**src/rtl/div_iter_pkg.sv**
```systemverilog
// Shared definitions for the iterative HI/LO divider: state encoding, cycle count
// and the HI/LO write-enable encoding (01 = LO, 10 = HI, 11 = both).
package div_iter_pkg;

  localparam int DIV_CYCLES = 32;

  localparam logic [1:0] HILO_WE_NONE = 2'b00;
  localparam logic [1:0] HILO_WE_BOTH = 2'b11;

  typedef enum logic [1:0] {
    ST_IDLE = 2'b00,
    ST_DIV  = 2'b01,
    ST_DONE = 2'b10
  } div_state_t;

endpackage

```
**src/rtl/div_sign_fix.sv**
```systemverilog
// Conditional two's-complement negate; used for operand magnitudes and result sign fix-up.
// Combinational, zero latency, no flow control.
module div_sign_fix #(
  parameter int WIDTH = 32
) (
  input  logic [WIDTH-1:0] val,
  input  logic             neg,
  output logic [WIDTH-1:0] res
);

  always_comb begin
    res = neg ? (~val + WIDTH'(1)) : val;
  end

endmodule

```
**src/rtl/div_iter.sv**
```systemverilog
// Radix-2 restoring divider for DIV/DIVU feeding HI (remainder) and LO (quotient).
// done pulses WIDTH+1 cycles after start; busy stalls the pipe, start is only taken in IDLE.
module div_iter
  import div_iter_pkg::*;
#(
  parameter int WIDTH = DIV_CYCLES
) (
  input  logic             clk,
  input  logic             resetn,
  input  logic             start,
  input  logic             is_signed,
  input  logic             flush,
  input  logic [WIDTH-1:0] dividend,
  input  logic [WIDTH-1:0] divisor,
  output logic             busy,
  output logic             done,
  output logic [WIDTH-1:0] hi_out,
  output logic [WIDTH-1:0] lo_out,
  output logic [1:0]       hilo_we
);

  localparam int CW = $clog2(WIDTH + 1);

  div_state_t       state_q, state_d;
  logic [CW-1:0]    cnt_q, cnt_d;
  logic [WIDTH-1:0] rem_q, rem_d, quo_q, quo_d, dvsr_q, dvsr_d;
  logic [WIDTH-1:0] hi_q, hi_d, lo_q, lo_d;
  logic             negq_q, negq_d, negr_q, negr_d, dz_q, dz_d;

  logic             dvnd_neg, dvsr_neg, dz_in;
  logic [WIDTH-1:0] dvnd_abs, dvsr_abs;
  logic [WIDTH:0]   shl;
  logic             take;
  logic [WIDTH-1:0] diff, quo_step, rem_step, quo_fix, rem_fix;

  always_comb begin
    dvnd_neg = is_signed & dividend[WIDTH-1];
    dvsr_neg = is_signed & divisor[WIDTH-1];
    dz_in    = (divisor == '0);
  end

  // A zero divisor keeps the raw dividend so the remainder path shifts it back out unchanged.
  div_sign_fix #(.WIDTH(WIDTH)) u_abs_dvnd (.val(dividend), .neg(dvnd_neg & ~dz_in), .res(dvnd_abs));
  div_sign_fix #(.WIDTH(WIDTH)) u_abs_dvsr (.val(divisor),  .neg(dvsr_neg),          .res(dvsr_abs));

  always_comb begin
    shl      = {rem_q, quo_q[WIDTH-1]};
    take     = (shl >= {1'b0, dvsr_q});
    diff     = shl[WIDTH-1:0] - dvsr_q;
    quo_step = {quo_q[WIDTH-2:0], take};
    rem_step = take ? diff : shl[WIDTH-1:0];
  end

  div_sign_fix #(.WIDTH(WIDTH)) u_fix_quo (.val(quo_step), .neg(negq_q & ~dz_q), .res(quo_fix));
  div_sign_fix #(.WIDTH(WIDTH)) u_fix_rem (.val(rem_step), .neg(negr_q & ~dz_q), .res(rem_fix));

  always_comb begin
    state_d = state_q;
    cnt_d   = cnt_q;
    rem_d   = rem_q;
    quo_d   = quo_q;
    dvsr_d  = dvsr_q;
    negq_d  = negq_q;
    negr_d  = negr_q;
    dz_d    = dz_q;
    hi_d    = hi_q;
    lo_d    = lo_q;
    unique case (state_q)
      ST_IDLE: begin
        if (start && !flush) begin
          state_d = ST_DIV;
          cnt_d   = '0;
          rem_d   = '0;
          quo_d   = dvnd_abs;
          dvsr_d  = dvsr_abs;
          negq_d  = dvnd_neg ^ dvsr_neg;
          negr_d  = dvnd_neg;
          dz_d    = dz_in;
        end
      end
      ST_DIV: begin
        if (flush) begin
          state_d = ST_IDLE;
        end else begin
          rem_d = rem_step;
          quo_d = quo_step;
          cnt_d = cnt_q + CW'(1);
          if (cnt_q == CW'(WIDTH - 1)) begin
            state_d = ST_DONE;
            hi_d    = rem_fix;
            lo_d    = quo_fix;
          end
        end
      end
      ST_DONE: state_d = ST_IDLE;
      default: state_d = ST_IDLE;
    endcase
  end

  always_ff @(posedge clk) begin
    if (!resetn) begin
      state_q <= ST_IDLE;
      cnt_q   <= '0;
      rem_q   <= '0;
      quo_q   <= '0;
      dvsr_q  <= '0;
      negq_q  <= 1'b0;
      negr_q  <= 1'b0;
      dz_q    <= 1'b0;
      hi_q    <= '0;
      lo_q    <= '0;
    end else begin
      state_q <= state_d;
      cnt_q   <= cnt_d;
      rem_q   <= rem_d;
      quo_q   <= quo_d;
      dvsr_q  <= dvsr_d;
      negq_q  <= negq_d;
      negr_q  <= negr_d;
      dz_q    <= dz_d;
      hi_q    <= hi_d;
      lo_q    <= lo_d;
    end
  end

  // A flush landing on the DONE cycle suppresses the HI/LO write.
  always_comb begin
    busy    = (state_q == ST_DIV);
    done    = (state_q == ST_DONE) && !flush;
    hilo_we = done ? HILO_WE_BOTH : HILO_WE_NONE;
    hi_out  = hi_q;
    lo_out  = lo_q;
  end

endmodule

```
**config.mk**
```make
export PLATFORM = sky130hd
export DESIGN_NAME = div_iter
export DESIGN_NICKNAME = d
export VERILOG_FILES = /design/src/rtl/div_iter_pkg.sv /design/src/rtl/div_sign_fix.sv /design/src/rtl/div_iter.sv
export SDC_FILE = /design/constraint.sdc
export NUM_CORES = 1
export LEC_CHECK = 0
export CAP_MARGIN = 20
export CORE_UTILIZATION = 25
export CTS_BUF_LIST = sky130_fd_sc_hd__clkbuf_16
export CTS_CLUSTER_SIZE = 14
export DETAILED_ROUTE_END_ITERATION = 8
export PLACE_DENSITY_LB_ADDON = 0.2
export SLEW_MARGIN = 0
export SYNTH_ARGS = -nofsm -noshare
export SYNTH_HDL_FRONTEND = slang
export SYNTH_SLANG_ARGS = --single-unit
```
**constraint.sdc**
```tcl
create_clock -name clk -period 4.3 [get_ports clk]
set_clock_uncertainty 0.1 [all_clocks]
set_input_delay 0.645 -clock clk [delete_from_list [all_inputs] [get_ports clk]]
set_output_delay 0.645 -clock clk [all_outputs]
set_load 0.02 [all_outputs]
```
== Word-level counts from Yosys, hierarchy flattened ==
Index checks and enable logic that the tools add are counted.

* Bitwise logic cells: 13
* Multiplexer cells: 19
* Add/subtract/negate cells: 6
* Equality and inequality tests: 6
* Magnitude comparators: 1
* Reduce and logical (&&, ||, !) cells: 10

{| class="wikitable"
|+ Operator list
! kind !! number
|-
| $mux W32 || 9
|-
| $add A32 B1 Y32 const B || 4
|-
| $not A32 Y32 || 4
|-
| $pmux W32 S2 || 2
|-
| $ge A33 B32 Y1 || 1
|-
| $logic_not A32 Y1 || 1
|-
| $sub A32 B32 Y32 || 1
|-
| $mux W6 || 2
|-
| $pmux W6 S2 || 1
|-
| $mux W2 || 4
|-
| $add A6 B1 Y6 const B || 1
|-
| $eq A6 B5 Y1 const B || 1
|-
| $reduce_and A3 Y1 || 2
|-
| $and A1 B1 Y1 || 5
|-
| $ne A2 B2 Y1 const B || 2
|-
| $pmux W2 S2 || 1
|-
| $reduce_and A2 Y1 || 2
|-
| $ne A3 B2 Y1 const B || 1
|-
| $not A1 Y1 || 3
|-
| $eq A2 B1 Y1 const B || 1
|-
| $eq A2 B2 Y1 const B || 1
|-
| $logic_and A1 B1 Y1 || 2
|-
| $logic_not A2 Y1 || 1
|-
| $reduce_bool A2 Y1 || 1
|-
| other kinds (2) || 2
|}

* Output and inout port bits: 68
* Register bits after elaboration: 171
* Bits of input ports: 69
* Word-level logic and storage cells: 65

== Longest topological paths before layout ==
* Depth after elaboration: 6
* Gate-level depth with buffers: 24

== Modules after synthesis ==
Synthesis repeated with hierarchy kept, for this count alone.

* Cell total of the unflattened synthesis: 1,521
* Area, all modules: 11,930.2 µm²

{| class="wikitable"
|+ Modules (own cells, without submodules)
! module !! area an instance (µm²) !! instances !! cells an instance
|-
| div_iter || 8,822.2 || 1 || 1,125
|-
| div_sign_fix || 777.0 || 4 || 99
|}

== Worst setup path before layout ==
Ideal clock, no wire load.

* Kind: reg-to-reg
* Start: reg dvsr_q[12]
* End: reg hi_q[30], in the netlist hi_out[30]
* Path buffers: 5
* Period minus slack after synthesis: 4,533 ps
* Slack: -233 ps
* Data arrival time: 4,371 ps
* Library setup time: 62 ps
* Cell stages (with the launch flop): 23
* Path through: dfxtp_1 -> inv_1 -> ha_1 -> buf_2 -> nand4_2 -> or4_1 -> a21oi_2 -> o31ai_2 -> nand2_4 -> buf_4 -> buf_6 -> buf_2 -> buf_2 -> mux2i_1 -> ha_1 -> nand2_1 -> nor3_1 -> a31oi_1 -> a21oi_1 -> and2_2 -> nand4b_1 -> a211o_1 -> nand3_1

* Cells in the longest elaborated chain, start to end: 5
* Elaborated cells between the ends (all ways): 6

{| class="wikitable"
|+ RTL lines
! item !! RTL line !! source
|-
| from (decl) || div_iter.sv:26 || <nowiki>logic [WIDTH-1:0] rem_q, rem_d, quo_q, quo_d, dvsr_q, dvsr_d;</nowiki>
|-
| from (signal assigned) || div_iter.sv:117 || <nowiki>dvsr_q <= dvsr_d;</nowiki>
|-
| $sub A32 B32 Y32 or $ge A33 B32 Y1 (tied branches) || div_iter.sv:49, div_iter.sv:48 ||
|-
| $mux W32 * || div_iter.sv:51 || <nowiki>rem_step = take ? diff : shl[WIDTH-1:0];</nowiki>
|-
| $not A32 Y32 || div_sign_fix.sv:12 || <nowiki>res = neg ? (~val + WIDTH'(1)) : val;</nowiki>
|-
| $add A32 B1 Y32 || div_sign_fix.sv:12 ||
|-
| $mux W32 * || div_sign_fix.sv:12 ||
|-
| to (signal assigned) || div_iter.sv:121 || <nowiki>hi_q <= hi_d;</nowiki>
|-
| to (decl) || div_iter.sv:27 || <nowiki>logic [WIDTH-1:0] hi_q, hi_d, lo_q, lo_d;</nowiki>
|}

Mark *: on every way between the ends. The rest lies on a longest branch, timed or not.
A chain may end at the register's enable or synchronous reset.

== Worst setup path in the final report ==
* Start: reg rem_q[2]
* End: reg hi_q[27], in the netlist hi_out[27]

* Cells in the longest elaborated chain, start to end: 5
* Elaborated cells between the ends (all ways): 6

{| class="wikitable"
|+ RTL lines
! item !! RTL line !! source
|-
| from (decl) || div_iter.sv:26 ||
|-
| from (signal assigned) || div_iter.sv:115 || <nowiki>rem_q <= rem_d;</nowiki>
|-
| $sub A32 B32 Y32 or $ge A33 B32 Y1 (tied branches) || div_iter.sv:49, div_iter.sv:48 ||
|-
| $mux W32 * || div_iter.sv:51 ||
|-
| $not A32 Y32 || div_sign_fix.sv:12 ||
|-
| $add A32 B1 Y32 || div_sign_fix.sv:12 ||
|-
| $mux W32 * || div_sign_fix.sv:12 ||
|}

Marks and branches as above.

==> metrics.csv <==
metric,value,unit
Longest Clk Path Bufs,2,
part of the Yosys area used for sequential elements,29.5,%
Initial Util,25.5,%
number of synthesis warnings,0,
post-route ant nets,0,
Port Buffer Count,136,
Netlist cell types,76,
"EDFF count, synth",0,
Post-Synth Adder-Cell Area,4.16,%
ANT cells,0,
worst-path fanout max,8,
kind of critical path,flop to flop,
Core Rows,78,
Worst Path Arrival,4280,ps
dpl cells,2260,
Startpoint Class,flop,
Core ar.,45600,um^2
Hold Path Sink,hi_out[6],
GRT Util Overall,17.1,%
R2R cell count,14,
routed length per instance,17.7,um
endpoints failing setup,0,
largest family of logic cells by synthesized area,compound AO/OA/AOI/OAI gates,
CTS tree,yes,
Rel. slew slack,37.9,%
total grt overflow,0,
clk_lat worst skew,460,ps
initial antenna violation count,1,
Post-Synthesis Cells,1560,
final non-filler cell total,2292,
hold slack,351,ps
cell area after synthesis,11600,um^2
first-pass GRT wire length,62.9,mm
total CTS buffers,17,
number of global-route vias before repair,10600,
largest net degree at the start of global routing,93,
simple-gate share of the synthesized area,23.1,%
Die Y,217,um
PD cells,308,nW/um^2
clk slew on worst S/H paths,80,ps
Synth Area in XOR/XNOR,9.44,%
Pwr Total,4.49,mW
syn nets,1667,
hold path startpoint,hi_out[6],
LEAKAGE,5.30,nW
Layout Nets,1786,
Reg-to-Reg End,hi_out[27],
HPWL after DPL,31.8,mm
Post-synth top flop,dfxtp_1,
Fill cells,4837,
share of layout cells above drive strength 1,8.39,%
Hold WC Path Type,flop to flop,
ys async rst share,0,%
Final Cycle Share,94.1,%
post-route core utilization,32.0,%
min Tclk post-route,4050,ps
RSZ-0062 raised after global routing,no,
final hold violation count,0,
Hold Crit Depth,2,
dpl ws,35.0,ps
via/cell ratio,5.03,
outcome,completed,
worst slew pin tran,928,ps
DRT Pass-1 Iters,5,
Placement Cell Area,13900,um^2
Worst VDD drop,0.263,mV
Compound-Gate Fraction of Synth Area,26.5,%
clk sinks,171,
R2R Path Start,rem_q[2],
clock root cell,clkbuf_16,
Worst R2R Setup Slack,250,ps
"flops & latches, synth",171,
GP Congestion,0.891,
Die ar.,47300,um^2
max-slew violations,0,
syn avg cell area,7.44,um^2
die width,217,um
setup TNS,0,ps
critical path required time,4530,ps
Setup crit end kind,flop,
Max Fclk,247,MHz
drt drc,0,
initial DRC count,834,
post-route cell area,14600,um^2
multiplexer share of the synthesized area,1.65,%
# H-tree levels,4,
Top Ports,137,
via count,11500,
setup slack after layout,252,ps
Routed WL,40.5,mm
synthesis-to-layout area growth,25.6,%
max cap viols,0,
[metal layers]
metal  global-route usage (%)  vias to the layer above  part of all wire (%)
li1                         -                     5854                     -
met1                     25.2                     5394                    51
met2                     25.4                      258                    43
met3                     3.42                       18                   5.4
met4                     3.38                        0                  0.73
met5                        0                        -                     0
[sequential cells by signal, indices dropped and copies added (netlist names)]
name / cells
cnt_q: 6
dvsr_q: 32
dz_q: 1
hi_out: 32
lo_out: 32
negq_q: 1
negr_q: 1
quo_q: 32
rem_q: 32
state_q: 2
[worst max path at each step]
stage	startpoint	endpoint	slack (ps)	cells past startpoint
2_1_floorplan	dvsr_q[12]	hi_out[30]	30	22
3_3_place_gp	rem_q[15]	hi_out[27]	20	14
3_5_place_dp	divisor[8]	quo_q[17]	30	12
4_1_cts	dvsr_q[12]	hi_out[27]	20	15
5_1_grt	dvsr_q[14]	hi_out[30]	20	18
6_report	rem_q[2]	hi_out[27]	250	14
[Yosys cell counts (4+ instances only)]
library cell | n | area, um^2
nor2_1 | 262 | 983
and2_1 | 7 | 43.8
nand4_1 | 23 | 144
buf_4 | 4 | 30.0
a21oi_1 | 160 | 801
nor3_1 | 31 | 155
a31oi_1 | 17 | 106
dfxtp_1 | 171 | 3420
nor3b_1 | 5 | 37.5
xor2_1 | 68 | 596
or4_1 | 11 | 82.6
nand4b_1 | 4 | 35.0
xnor2_1 | 57 | 499
a211o_1 | 10 | 87.6
a311oi_1 | 13 | 114
a211oi_1 | 91 | 683
o21ai_0 | 64 | 320
nand3_1 | 30 | 150
o21ai_1 | 4 | 20.0
o211ai_1 | 8 | 60.1
nand2b_1 | 11 | 68.8
mux2i_1 | 18 | 180
buf_2 | 19 | 95.1
clkbuf_1 | 75 | 282
o41ai_1 | 12 | 105
buf_1 | 5 | 18.8
inv_1 | 53 | 199
a22oi_1 | 16 | 120
or2_2 | 6 | 37.5
a221oi_1 | 4 | 35.0
nor4_1 | 18 | 113
o31a_1 | 5 | 43.8
and3_1 | 10 | 62.6
or3_1 | 16 | 100
ha_1 | 37 | 463
a21o_1 | 20 | 150
nand2_1 | 115 | 432
o31ai_1 | 19 | 143
nor2b_1 | 10 | 62.6
[placed cells by master (no fill, tap or decap), types with 5 or more instances in the layout]
cell	n
xnor2_1	57
nor2b_1	9
mux2i_1	17
nor3_1	30
or3_1	16
and3_1	10
a311oi_1	13
nand2_1	115
nor4_1	17
o31a_1	5
buf_4	63
clkbuf_16	17
or4_1	11
inv_1	53
a21o_1	20
nand3_1	30
o21ai_0	64
dfxtp_1	171
or2_2	6
o41ai_1	12
ha_1	33
o31ai_1	19
buf_12	5
a211o_1	10
a22oi_1	16
o211ai_1	8
nor3b_1	5
clkdlybuf4s50_1	136
xor2_1	68
a31oi_1	17
nand4_1	23
a211oi_1	91
and2_1	7
nand2b_1	10
nor2_1	260
a21oi_1	159
[worst max-delay path: stages (launching register included)]
cell	delay, ps
dfxtp_1	350
ha_1	460
nand4_1	270
nor4_4	390
buf_4	160
a31oi_1	100
o31a_1	170
buf_4	190
a2111oi_4	350
a32oi_2	220
nor4_4	460
nand3_2	190
o21ai_2	150
xor2_1	240
a211oi_1	100
[cell families after synthesis]
family / after synthesis
and+or+nand+nor: 576
xor gates and xnor gates: 125
muxes: 19
DFF: 171
buffers and inverters: 160
adders and majority gates: 38
AOI/OAI and AO/OA: 471
[power by group]
| group | internal [mW] | leakage (nW) | switching, mW |
|---|---|---|---|
| clock | 0.889 | 0.298 | 0.775 |
| combinational | 0.453 | 3.62 | 0.689 |
| sequential | 1.63 | 1.39 | 0.0579 |
[cell type report]
| cell class | count | area (um^2) | share of cell area [%] |
|---|---|---|---|
| Inverter | 55 | 211 | 1.45 |
| Timing Repair Buffer | 205 | 1950 | 13.4 |
| Clock buffer | 17 | 425 | 2.92 |
| Clock inverter | 15 | 196 | 1.35 |
| Tap cell | 600 | 751 | 5.15 |
| Sequential cell | 171 | 3420 | 23.5 |
| Multi-Input combinational cell | 1229 | 7620 | 52.3 |
[timing repair]
| item | 4_1_cts | 5_1_grt |
|---|---|---|
| setup buffers | 0 | 0 |
| setup endpoints to repair | 0 | 17 |
| hold endpoints to repair | 0 | 0 |
| gates resized for setup | 0 | 9 |
| hold buffers | 0 | 0 |
(Power assumes the default switching activity.)
